[src/rtl/uart_pkg.sv]
// Shared definitions for the serial receive path: field widths, framing bit
// levels and the receiver state encoding.
package uart_pkg;

  localparam int FRAME_W = 10;
  localparam int DATA_W  = 8;
  localparam int BAUD_W  = 20;

  localparam logic START_BIT = 1'b0;
  localparam logic STOP_BIT  = 1'b1;

  typedef enum logic [2:0] {
    ST_IDLE    = 3'd0,
    ST_START   = 3'd1,
    ST_DATA    = 3'd2,
    ST_STOP    = 3'd3,
    ST_WAIT_HI = 3'd4
  } state_t;

endpackage

[src/rtl/rx_sync.sv]
// Two-flop synchronizer for the asynchronous serial line; both flops reset to
// the idle (high) level so no false start edge is seen after reset.
module rx_sync (
  input  logic clk,
  input  logic rst,
  input  logic d,
  output logic q
);

  logic meta;

  always_ff @(posedge clk or negedge rst) begin
    if (!rst) begin
      meta <= 1'b1;
      q    <= 1'b1;
    end else begin
      meta <= d;
      q    <= meta;
    end
  end

endmodule

[src/rtl/rx_ten_eight.sv]
// 10-bit frame to 8-bit byte serial receiver (start, 8 data LSB first, stop)
// with programmable bit period latched at the start edge.
module rx_ten_eight
  import uart_pkg::*;
(
  input  logic              clk,
  input  logic              rst,
  input  logic              sel,
  input  logic [BAUD_W-1:0] baud,
  input  logic              rx_in,
  output logic [DATA_W-1:0] dout,
  output logic              rx_valid,
  output logic              rx_busy,
  output logic              frame_err,
  output logic [FRAME_W-1:0] rx_d
);

  // state      | meaning
  // IDLE       | waiting for a falling edge on the synchronized line
  // START      | half a bit period in, confirm the start bit is still low
  // DATA       | one sample per bit period, 8 data bits LSB first
  // STOP       | sample the stop bit, publish byte or flag framing error
  // WAIT_HI    | line held low after a bad stop bit, wait for it to rise

  state_t              state, state_nxt;
  logic [BAUD_W-1:0]   cnt, cnt_nxt;
  logic [BAUD_W-1:0]   bper, bper_nxt;
  logic [2:0]          bit_cnt, bit_cnt_nxt;
  logic [DATA_W-1:0]   shreg, shreg_nxt;
  logic [DATA_W-1:0]   dout_nxt;
  logic [FRAME_W-1:0]  rx_d_nxt;
  logic                valid_nxt, err_nxt;
  logic                rx_s, rx_s_q;
  logic                fall, baud_ok;
  logic [BAUD_W-1:0]   half_m1, bper_m1;

  rx_sync u_sync (
    .clk (clk),
    .rst (rst),
    .d   (rx_in),
    .q   (rx_s)
  );

  assign fall    = rx_s_q & ~rx_s;
  assign baud_ok = (baud >= BAUD_W'(2));
  assign half_m1 = (bper >> 1) - BAUD_W'(1);
  assign bper_m1 = bper - BAUD_W'(1);
  assign rx_busy = (state != ST_IDLE);

  always_comb begin
    state_nxt   = state;
    cnt_nxt     = cnt;
    bper_nxt    = bper;
    bit_cnt_nxt = bit_cnt;
    shreg_nxt   = shreg;
    dout_nxt    = dout;
    rx_d_nxt    = rx_d;
    valid_nxt   = 1'b0;
    err_nxt     = 1'b0;

    case (state)
      ST_IDLE: begin
        if (sel && baud_ok && fall) begin
          state_nxt   = ST_START;
          bper_nxt    = baud;
          cnt_nxt     = '0;
          bit_cnt_nxt = '0;
        end
      end
      ST_START: begin
        cnt_nxt = cnt + BAUD_W'(1);
        if (cnt == half_m1) begin
          cnt_nxt   = '0;
          state_nxt = (rx_s == START_BIT) ? ST_DATA : ST_IDLE;
        end
      end
      ST_DATA: begin
        cnt_nxt = cnt + BAUD_W'(1);
        if (cnt == bper_m1) begin
          cnt_nxt     = '0;
          shreg_nxt   = {rx_s, shreg[DATA_W-1:1]};
          bit_cnt_nxt = bit_cnt + 3'd1;
          if (bit_cnt == 3'd7) state_nxt = ST_STOP;
        end
      end
      ST_STOP: begin
        cnt_nxt = cnt + BAUD_W'(1);
        if (cnt == bper_m1) begin
          cnt_nxt  = '0;
          rx_d_nxt = {rx_s, shreg, START_BIT};
          if (rx_s == STOP_BIT) begin
            dout_nxt  = shreg;
            valid_nxt = 1'b1;
            state_nxt = ST_IDLE;
          end else begin
            err_nxt   = 1'b1;
            state_nxt = ST_WAIT_HI;
          end
        end
      end
      ST_WAIT_HI: begin
        if (rx_s) state_nxt = ST_IDLE;
      end
      default: state_nxt = ST_IDLE;
    endcase

    // Losing the enable abandons the frame silently, even on the stop sample.
    if (state != ST_IDLE && !sel) begin
      state_nxt = ST_IDLE;
      dout_nxt  = dout;
      rx_d_nxt  = rx_d;
      valid_nxt = 1'b0;
      err_nxt   = 1'b0;
    end
  end

  always_ff @(posedge clk or negedge rst) begin
    if (!rst) begin
      state     <= ST_IDLE;
      cnt       <= '0;
      bper      <= '0;
      bit_cnt   <= '0;
      shreg     <= '0;
      rx_s_q    <= 1'b1;
      dout      <= '0;
      rx_d      <= '1;
      rx_valid  <= 1'b0;
      frame_err <= 1'b0;
    end else begin
      state     <= state_nxt;
      cnt       <= cnt_nxt;
      bper      <= bper_nxt;
      bit_cnt   <= bit_cnt_nxt;
      shreg     <= shreg_nxt;
      rx_s_q    <= rx_s;
      dout      <= dout_nxt;
      rx_d      <= rx_d_nxt;
      rx_valid  <= valid_nxt;
      frame_err <= err_nxt;
    end
  end

endmodule
[config.mk]
export PLATFORM = sky130hd
export DESIGN_NAME = rx_ten_eight
export DESIGN_NICKNAME = d
export VERILOG_FILES = /design/src/rtl/uart_pkg.sv /design/src/rtl/rx_sync.sv /design/src/rtl/rx_ten_eight.sv
export SDC_FILE = /design/constraint.sdc
export NUM_CORES = 1
export LEC_CHECK = 0
export ABC_AREA = 1
export CAP_MARGIN = 10
export CORE_MARGIN = 1.5
export CORE_UTILIZATION = 35
export DETAILED_ROUTE_END_ITERATION = 12
export SETUP_SLACK_MARGIN = 0.05
export SLEW_MARGIN = 20
export SYNTH_ARGS = -nofsm -noshare
export SYNTH_HDL_FRONTEND = slang
export SYNTH_SLANG_ARGS = --single-unit
[constraint.sdc]
create_clock -name clk -period 4.45 [get_ports clk]
set_input_delay 0.6675 -clock clk [delete_from_list [all_inputs] [get_ports clk]]
set_output_delay 0.6675 -clock clk [all_outputs]
set_load 0.005 [all_outputs]
==> results by group, run 1 <==
Routing
  – WL met1: 6.78 mm
  – DRC: 0
  – Met2 WL post-DR: 6.22 mm
  – ANT nets after route: 0
  – DRT Pass-1 Iters: 5
  – Routed len/inst: 13.5 µm
  – Drt via density: 4.77
  – DR WL met3: 549 µm
  – Initial drt markers: between 300 and 400
  – Routed WL: 13.8 mm
  – Vias: roughly 5k
  – Top layer in use: met4

Logic synthesis
  – Multiplexer share of the synthesized area: 0%
  – Syn_nets: 829
  – Post-synth cell types: 34
  – Syn avg cell area: 6.80 µm²
  – Largest area contributor in the netlist: dfrtp_1
  – Register area share after synthesis: between 30% and 40%
  – Compound-gate portion of the synthesized area: roughly 6.2%
  – Mapped Cells: 800
  – Number of synthesized register bits: 77
  – Largest family of logic cells by synthesized area: simple AND/OR/NAND/NOR gates
  – Yosys top cell area share: between 20% and 30%
  – Xor and xnor area share after synthesis: 5.48%
  – Yosys Warn Count: 0
  – Synth Area in Adders: 1.15%
  – Post-Syn Area: 5440 µm²
  – Top post-synthesis cells by area: dfrtp_1 29%, nand2_1 19%, inv_1 7.3%
  – Simple-Gate Fraction of Synth Area: 40.7%

Clock tree
  – TritonCTS buffer count: 9
  – Root buf cell: clkbuf_16
  – Resized Gates After CTS: 0
  – Deepest clock path buffer count: 2
  – Post-CTS setup buffer count: 0
  – Clock transition at path regs: about 0.060 ns
  – Hold Buf Count CTS: 0
  – Clock latency on the worst-skew pair: around 0.33 ns
  – CTS tree: yes
  – H-tree depth: 3
  – TritonCTS Sinks: 77

STA
  – Post-route minimum period: 2.83 ns
  – Final Hold Fails: 0
  – RSZ-0062 raised after global routing: false
  – Slew HR: 36.3%
  – Worst slew pin tran: 0.955 ns
  – Max Fclk: 0.353 GHz
  – Tcrit/Tclk final: 63.7%
  – TNS Setup: 0 ns
  – Final setup viols: 0
  – Clock skew: 0.0104 ns
  – Final slew viol count: 0

Layout
  – Area growth from synthesis to layout: 16.0%
  – Most frequent cells in the layout: 275 x nand2_1, 106 x inv_1, 64 x nand3_1, 64 x dfrtp_1, 63 x nor2_1
  – Layout cell share with drive strength beyond 1: 10.4%
  – # diodes: 0
  – # fillers: 1623
  – Leading cell type in the layout, fill and taps excluded: nand2_1
  – Nets: 858

Place
  – Gpl congestion: slightly below 0.9
  – Port Buffers: 44
  – Post-DP HPWL: 10.6 mm

Floorplanning
  – Initial Util: 35.8%
  – Die H: 128 µm
  – Die X: between 100 and 150 µm
  – Num ports: 45
  – Core Rows: 45
  – CORE AREA: 15200 µm²
  – DIE AREA: 16300 µm²

Critical path
  – Worst EP arrival: 3.04 ns
  – Crit-path max FO: 16
  – Crit Path Category: reg2reg
  – Crit path capture type: register
  – Crit path required time: 4.66 ns
  – Max incr delay on CP: 0.39 ns
  – Critical Path Start Type: register
  – Critical path cell sequence: inv_1 > ha_1 > nand2_2 > inv_2 > nand2_1 > nor2_2 > xor2_1 > inv_1 > nand2_1 > nand3_1 > nor2_1 > nand3_1 > nor2_2 > nand3_2 > nand2_1 > o21ai_2
  – Most used cell, CP: nand2_1
  – Slowest-stage cell, CP: dfrtp_1

GRT
  – Total GRT Usage: between 10% and 20%
  – First-pass GRT wire length: 23.4 mm
  – Total grt overflow: 0
  – Largest net degree at the start of global routing: 78
  – Vias in the first global route: roughly 4.8k
  – Initial antenna violation count: 0

Flow run
  – Max-cap violations: 0

Power and ir drop
  – Power Density: around 660 nW/µm²
  – Total power: 4.17 mW
  – Worst vdd ir: roughly 310 µV
  – Leak Pwr: roughly 3.2 nW

Run status
  – Run status: finished clean

Min path
  – HP Class: reg2reg
==> stage by stage <==
step           instances  setup WS, ns  util [%]  hold slack [ns]  area, µm²
3_3_place_gp        1006          1.38      39.2            0.347       5960
2_1_floorplan        800          2.21         -            0.345       5440
6_report            1022          1.62      41.5            0.355       6300
3_5_place_dp        1006          1.34      39.2            0.349       5960
4_1_cts             1022          1.63      41.5            0.357       6300
5_1_grt             1022          1.35      41.5            0.363       6300
==> routing by layer <==
metal	up-vias	global-route usage [%]
met3	16	2.60
li1	2552	-
met5	-	0
met2	86	29.4
met4	0	5.68
met1	2221	24.2
==> registers in the layout, indices dropped and copies added, names as in the netlist <==
signal / count
shreg: 8
dout: 8
u_sync.q: 1
state: 3
u_sync.meta: 1
cnt: 20
rx_valid: 1
rx_s_q: 1
rx_d: 10
bit_cnt: 3
frame_err: 1
bper: 20
==> synth_stat cells <==
library cell	instances
o21ai_0	28
buf_4	1
xor2_1	24
nand2_2	13
or2_2	1
nor2_4	12
inv_2	6
o32ai_1	1
and3_1	1
xnor2_1	10
inv_1	106
nand3b_1	11
nand2_4	4
a21oi_1	2
buf_6	6
nand3_2	3
dfstp_2	13
nor4_1	5
dfrtp_1	64
a31oi_1	1
nand2_1	275
o21ai_1	17
nand4_1	19
clkinv_1	1
nor2_2	7
clkbuf_1	12
nor3_1	6
buf_2	8
nand3_1	64
a21boi_0	1
nor2_1	63
nor4_2	1
ha_1	5
o21ai_2	9
==> area by class of cell <==
type	count	area, µm²	area share, %
clock buffer	10	239	3.79
multi-input combinational	583	2910	46.1
tap	188	235	3.73
sequential	77	1940	30.8
clock inverter	6	109	1.73
timing repair buffer	45	445	7.06
inverter	113	424	6.73
==> cell families (layout without fill, tap and decap cells) <==
kind of cell	count (synthesis)	after routing
adder cells (fa/ha/maj)	5	5
AO/OA/AOI/OAI	59	59
buffers and inverters	140	174
XOR/XNOR	34	34
flip-flops	77	77
AND/OR/NAND/NOR	485	485
==> report_power, final <==
group	internal [mW]	switching, mW
Sequential	0.883	0.392
Combinational	0.728	1.32
Clock	0.563	0.282
Total	2.17	2.00
==> critical path: cells and delay by family, from the launching register on <==
kind,cells,cell delay [ns]
fa+ha+maj,1,0.29
xor+xnor,1,0.19
compound gates,1,0.07
simple gates,10,1.47
flops,1,0.39
buf+inv,3,0.29
==> worst paths after layout <==
kind	from	to	slack [ns]	cells past startpoint
max	bper[1]	dout[6]	1.62	16
min reg2reg	u_sync.meta	u_sync.q	0.36	0
min in group asynchronous	rst	shreg[2]	0.47	1
max reg2reg	bper[1]	dout[6]	1.62	16
max in group asynchronous	rst	cnt[3]	3.35	1
min	u_sync.meta	u_sync.q	0.36	0
(Power assumes the default switching activity.)
==> inputs of run 2 (changes only) <==
clock period = 2.5 ns   (was 4.45 ns; I/O delays follow)
==> results by group, run 2 (synthesis results as in run 1) <==
Place
  – Post-DP HPWL: 11.2 mm (+5.4%)
  – Gpl congestion: 0.914 (+4.9%)
  – Port Buffers: 44 (unchanged)

Critical path
  – Crit path required time: 2.76 ns (-1.90 ns)
  – Critical path cell sequence: buf_6 > nor2_4 > nand2_4 > nor2_4 > nand2_1 > nand2_1 > nand3_2 > nor2_1 > nand3_1 > nor2_2 > nand3_4 > inv_4 > nand2_8 > buf_12 > o21ai_1
  – Crit Path Category: reg2reg
  – Max incr delay on CP: 0.39 ns (about the same)
  – Worst Path Buf+Inv: 3 (unchanged)
  – Critical Path Start Type: register
  – R2r setup slk: 0.16 ns (-1.45 ns)
  – Slowest-stage cell, CP: dfrtp_1
  – Crit path capture type: register
  – Worst EP arrival: 2.60 ns (-0.44 ns)
  – Stages on worst setup path: 15 (-1)
  – Largest delay share family, worst path: simple AND/OR/NAND/NOR gates
  – FF-to-FF path depth: 15 (-1)
  – RR Endpoint: rx_d[6]
  – R2R Path Start: bper[2]
  – Crit-path max FO: 14 (-2)

STA
  – RSZ-0062 raised after global routing: true
  – Post-route minimum period: 2.34 ns (-0.496 ns)
  – Final setup viols: 0 (unchanged)
  – Max Fclk: 0.428 GHz (+21%)
  – TNS Setup: 0 ns (unchanged)
  – Clock skew: 0.00886 ns (-0.00158 ns)
  – Final slew viol count: 0 (unchanged)
  – Worst slew pin tran: 0.516 ns (-0.439 ns)
  – Tcrit/Tclk final: 93.5% (+30 points)
  – Slew HR: 65.6% (+29 points)
  – Final Hold Fails: 0 (unchanged)

GRT
  – Initial antenna violation count: 0 (unchanged)
  – Total GRT Usage: 18.7% (+0.83 points)
  – Largest net degree at the start of global routing: 40 (-49%)
  – Vias in the first global route: 4858 (+0.87%)
  – First-pass GRT wire length: 24.1 mm (+2.9%)
  – Total grt overflow: 0 (unchanged)

Layout
  – Leading cell type in the layout, fill and taps excluded: nand2_1
  – # diodes: 0 (unchanged)
  – Area growth from synthesis to layout: 24.7%
  – Biggest regs: bper x20, cnt x20, rx_d x10
  – Most frequent cells in the layout: 266 x nand2_1, 103 x inv_1, 63 x nand3_1
  – Layout cell share with drive strength beyond 1: 16.6% (+6.2 points)
  – Nets: 889 (+3.6%)

Floorplanning
  – Die X: 128 µm (unchanged)
  – Core Rows: 45 (unchanged)
  – Die H: 128 µm (unchanged)
  – DIE AREA: 16300 µm² (unchanged)
  – Num ports: 45 (unchanged)
  – CORE AREA: 15200 µm² (unchanged)
  – Initial Util: 35.8% (unchanged)

Power and ir drop
  – Power Density: 1180 nW/µm² (+79%)
  – Total power: 8.03 mW (+92%)
  – Leak Pwr: 3.36 nW (+5.5%)
  – Worst vdd ir: 504 µV (+62%)

Clock tree
  – Clock transition at path regs: 0.07 ns (about the same)
  – Root buf cell: clkbuf_16
  – TritonCTS Sinks: 77 (unchanged)
  – Clock latency on the worst-skew pair: 0.34 ns (about the same)
  – Deepest clock path buffer count: 2 (unchanged)
  – TritonCTS buffer count: 9 (unchanged)
  – Hold Buf Count CTS: 0 (unchanged)
  – H-tree depth: 3 (unchanged)
  – CTS tree: yes

Routing
  – ANT nets after route: 0 (unchanged)
  – Vias: 5072 (+4.0%)
  – Initial drt markers: 336 (unchanged)
  – DRC: 0 (unchanged)
  – DRT Pass-1 Iters: 7 (+2)
  – Routed len/inst: 14.0 µm (+3.7%)
  – Routed WL: 14.7 mm (+6.9%)
  – Drt via density: 4.82 (+0.98%)

Min path
  – HP Class: in2async

Flow run
  – Max-cap violations: 0 (unchanged)

Run status
  – Run status: finished clean
## run 2: how the worst max path moves through the flow
stage	start	slack, ns	endpoint
floorplan	bper[1]	0.26	dout[4]
global placement	bper[1]	0.01	bit_cnt[1]
detailed placement	bper[1]	-0.04	bit_cnt[1]
CTS	bper[3]	0.05	cnt[19]
global route	bper[8]	-0.009	dout[5]
finish	bper[2]	0.16	rx_d[6]
## run 2: cell type report
type | count | area [µm²]
flip-flops and latches | 77 | 1950
multi-input cells | 584 | 3100
fillers | 1569 | 8420
well taps | 188 | 235
repair buffers | 75 | 737
clock buffers | 10 | 239
clock inverters | 6 | 92.6
inverters | 113 | 429
## run 2: where the power goes
group | switching (mW) | internal, mW
combinational | 2.72 | 1.66
sequential | 0.621 | 1.58
clock | 0.534 | 0.908
## run 2: worst reg2reg max path: stages, from the launching register on
cell and delay, ns:
dfrtp_1 0.39, buf_6 0.13, nor2_4 0.20, nand2_4 0.12
nor2_4 0.15, nand2_1 0.08, nand2_1 0.12, nand3_2 0.09
nor2_1 0.11, nand3_1 0.10, nor2_2 0.16, nand3_4 0.13
inv_4 0.13, nand2_8 0.08, buf_12 0.16, o21ai_1 0.13
## run 2: metrics by stage
step / instance area, µm² / setup WS (ns) / instances / hold WS, ns / util [%]
2_1_floorplan: 5440 / 0.261 / 800 / 0.0794 / -
5_1_grt: 6780 / -0.00931 / 1053 / 0.0516 / 44.6
3_3_place_gp: 6170 / 0.0140 / 1028 / 0.346 / 40.6
3_5_place_dp: 6170 / -0.0394 / 1028 / 0.349 / 40.6
6_report: 6780 / 0.164 / 1053 / 0.0124 / 44.6
4_1_cts: 6510 / 0.0482 / 1044 / 0.0224 / 42.8
## run 2: what timing repair did
item                                    CTS  global route
pin swaps                                 0            15
endpoints found under the setup margin   40            53
gates resized for setup                   3            45
setup buffers                             0             8
cloned                                    0             1
## run 2: per-layer routing
layer | wire length [µm] | GRT usage [%] | part of all wire, % | vias up
met5 | 0 | 0 | 0 | -
met4 | 210 | 5.49 | 1.4 | 0
met3 | 679 | 3.10 | 4.6 | 16
met2 | 6780 | 31.1 | 46 | 108
met1 | 7030 | 25.0 | 48 | 2329
li1 | - | - | - | 2619
==> inputs of run 3 (changes only) <==
CORE_MARGIN = 4   (was 1.5)
SYNTH_HIERARCHICAL = 1   (was unset)
==> results by group, run 3 <==
Layout
  – Post-route cell area: 7170 µm² (+5.8%)
  – # fillers: 1566 (-0.19%)
  – Most frequent cells in the layout: 229 x nand2_1, 80 x inv_1, 64 x nand3_1
  – FF/Latch Area: 1950 µm² (+0.26%)
  – Post-Layout Cell Count: 1088 (+3.3%)
  – Area growth from synthesis to layout: 30.4%
  – Nets: 901 (+1.3%)
  – Leading cell type in the layout, fill and taps excluded: nand2_1
  – Biggest regs: bper x20, cnt x20, rx_d x10
  – Layout cell share with drive strength beyond 1: 23.5% (+6.8 points)
  – # diodes: 0 (unchanged)
  – Multi-input logic area: 3320 µm² (+7.3%)
  – Fin util: 46.8% (+2.2 points)

Routing
  – DRC: 0 (unchanged)
  – Drt via density: 4.91 (+2.0%)
  – Routed len/inst: 14.8 µm (+5.9%)
  – DRT Pass-1 Iters: 5 (-2)
  – Vias: 5346 (+5.4%)
  – Routed WL: 16.1 mm (+9.4%)
  – ANT nets after route: 0 (unchanged)
  – Initial drt markers: 456 (+36%)

Critical path
  – R2r setup slk: 0.1 ns (-0.07 ns)
  – RR Endpoint: dout[3]
  – Crit-path max FO: 8 (-6)
  – Crit path required time: 2.74 ns (-0.02 ns)
  – R2R Path Start: bper[1]
  – Critical Path Start Type: register
  – FF-to-FF path depth: 15 (unchanged)
  – Crit path capture type: register
  – Crit Path Category: reg2reg
  – Worst EP arrival: 2.64 ns (+0.04 ns)

Power and ir drop
  – Power Density: 1170 nW/µm² (-1.3%)
  – Worst vdd ir: 416 µV (-18%)
  – Total power: 8.38 mW (+4.4%)
  – Leak Pwr: 3.31 nW (-1.4%)

Clock tree
  – Deepest clock path buffer count: 2 (unchanged)
  – Clock transition at path regs: 0.06 ns (about the same)
  – H-tree depth: 3 (unchanged)
  – TritonCTS buffer count: 9 (unchanged)
  – Clock latency on the worst-skew pair: 0.35 ns (about the same)
  – CTS tree: yes
  – Hold Buf Count CTS: 0 (unchanged)
  – Root buf cell: clkbuf_16
  – TritonCTS Sinks: 77 (unchanged)

STA
  – RSZ-0062 raised after global routing: true
  – Final slew viol count: 0 (unchanged)
  – Slew HR: 65.8% (+0.16 points)
  – Post-route minimum period: 2.40 ns (+0.0653 ns)
  – Min setup slack post-route: 0.0983 ns (-0.0653 ns)
  – Clock skew: 0.00977 ns (+0.000913 ns)
  – Final setup viols: 0 (unchanged)
  – Max Fclk: 0.416 GHz (-2.7%)
  – Final Hold Fails: 0 (unchanged)
  – Tcrit/Tclk final: 96.1% (+2.6 points)
  – Worst slew pin tran: 0.512 ns (-0.00426 ns)

Floorplanning
  – Initial Util: 35.9% (+0.15 points)
  – Die X: 133 µm (+4.5%)
  – Core Rows: 45 (unchanged)
  – DIE AREA: 17800 µm² (+9.2%)
  – Die H: 133 µm (+4.5%)
  – Num ports: 45 (unchanged)
  – CORE AREA: 15300 µm² (+0.74%)

GRT
  – Total grt overflow: 0 (unchanged)
  – Initial antenna violation count: 0 (unchanged)
  – Total GRT Usage: 18.3% (-0.34 points)
  – Vias in the first global route: 5024 (+3.4%)
  – Largest net degree at the start of global routing: 78 (+95%)
  – First-pass GRT wire length: 26.0 mm (+7.8%)

Logic synthesis
  – Post-Syn Area: 5500 µm² (+1.2%)
  – Multiplexer share of the synthesized area: 0% (unchanged)
  – Cell with the most instances after synthesis: nand2_1
  – Largest area contributor in the netlist: dfrtp_1
  – Syn_nets: 814 (-1.8%)
  – Largest family of logic cells by synthesized area: simple AND/OR/NAND/NOR gates
  – Mapped Cells: 785 (-1.9%)
  – Yosys top cell area share: 29.1% (-0.34 points)
  – Xor and xnor area share after synthesis: 6.35% (+0.87 points)
  – Post-synth cell types: 42 (+24%)
  – Synth Area in Adders: 1.14% (-0.013 points)
  – Simple-Gate Fraction of Synth Area: 40.7% (about the same)
  – Syn avg cell area: 7.01 µm² (+3.1%)
  – Number of synthesized register bits: 77 (unchanged)
  – Synth async-reset ratio: 100% (unchanged)
  – Yosys Warn Count: 6 (+6)
  – Post-synth top cells: 245 x nand2_1, 83 x inv_1, 70 x nand3_1
  – Register area share after synthesis: 35.3% (-0.41 points)
  – Compound-gate portion of the synthesized area: 7.78% (+1.6 points)
  – Ys flop type: dfrtp_1
  – Number of enable flip-flop cells after synthesis: 0 (unchanged)
  – Top post-synthesis cells by area: dfrtp_1 29%, nand2_1 17%, nand3_1 6.4%

Place
  – Setup WS pre-CTS: -0.447 ns (-0.408 ns)
  – Placed cell count: 1058 (+2.9%)
  – Port Buffers: 44 (unchanged)
  – Post-DP HPWL: 12.2 mm (+9.7%)
  – Gpl congestion: 0.929 (+1.6%)
  – Placed cell areas: 6450 µm² (+4.5%)

Min path
  – HP Class: in2async

Run status
  – Run status: finished clean

Flow run
  – Max-cap violations: 0 (unchanged)
## run 3: layout make-up
class | count | share of cell area, %
sequential | 77 | 27.2
inverter | 90 | 4.78
timing repair buffer | 101 | 14.0
clock buffer | 9 | 3.14
multi-input combinational | 593 | 46.3
clock inverter | 7 | 0.802
tap | 211 | 3.68
## run 3: worst max-delay path by stage
stage / start / endpoint / slack [ns] / depth (start not counted)
3_3_place_gp: baud[15] / bper[6] / -0.52 / 9
2_1_floorplan: bper[1] / dout[4] / 0.24 / 14
3_5_place_dp: baud[15] / bper[9] / -0.45 / 8
5_1_grt: bper[1] / state[0] / -0.05 / 20
6_report: bper[1] / dout[3] / 0.1 / 15
4_1_cts: bper[1] / cnt[14] / 0.06 / 17
## run 3: cell families after synthesis
kind of cell / count (synthesis)
AOI/OAI and AO/OA: 76
DFF: 77
adders and majority gates: 5
buffers and inverters: 115
and+or+nand+nor: 473
xor gates and xnor gates: 39
## run 3: per-stage QoR
step                hold WS (ns)  TNS, ns
floorplan                 0.0794        0
global placement           0.346   -21.33
detailed placement         0.347   -18.36
CTS                       0.0671        0
global route              0.0791   -0.345
finish                    0.0428        0
## run 3: what timing repair did
action,4_1_cts,5_1_grt
setup buffers,0,11
gates resized for setup,3,77
cloned,0,3
pin swaps,0,26
endpoints found under the setup margin,54,53
## run 3: critical path: stages (launching register included)
cell and delay [ns]:
dfrtp_1 0.35, inv_2 0.08, ha_4 0.27, inv_1 0.04, nand2_1 0.07, nand2_2 0.07
nor2_4 0.12, buf_4 0.12, nand4_1 0.14, nor4_4 0.26, nand3_2 0.15, nor2_4 0.19
nand4_4 0.13, buf_12 0.19, nand2_1 0.07, o21ai_2 0.05
## run 3: power by group
group	internal, mW	leakage [nW]	switching [mW]	total [mW]
Clock	0.685	0.134	0.583	1.27
Combinational	1.94	2.21	3.00	4.93
Sequential	1.59	0.974	0.594	2.18
Total	4.21	3.31	4.17	8.38
## run 3: per-layer routing
metal | vias up | track usage [%] | part of all wire, %
met5 | - | 0 | 0
met4 | 0 | 6.91 | 2.9
met3 | 27 | 3.51 | 5.7
met2 | 138 | 27.5 | 44
met1 | 2492 | 26.2 | 48
li1 | 2689 | - | -
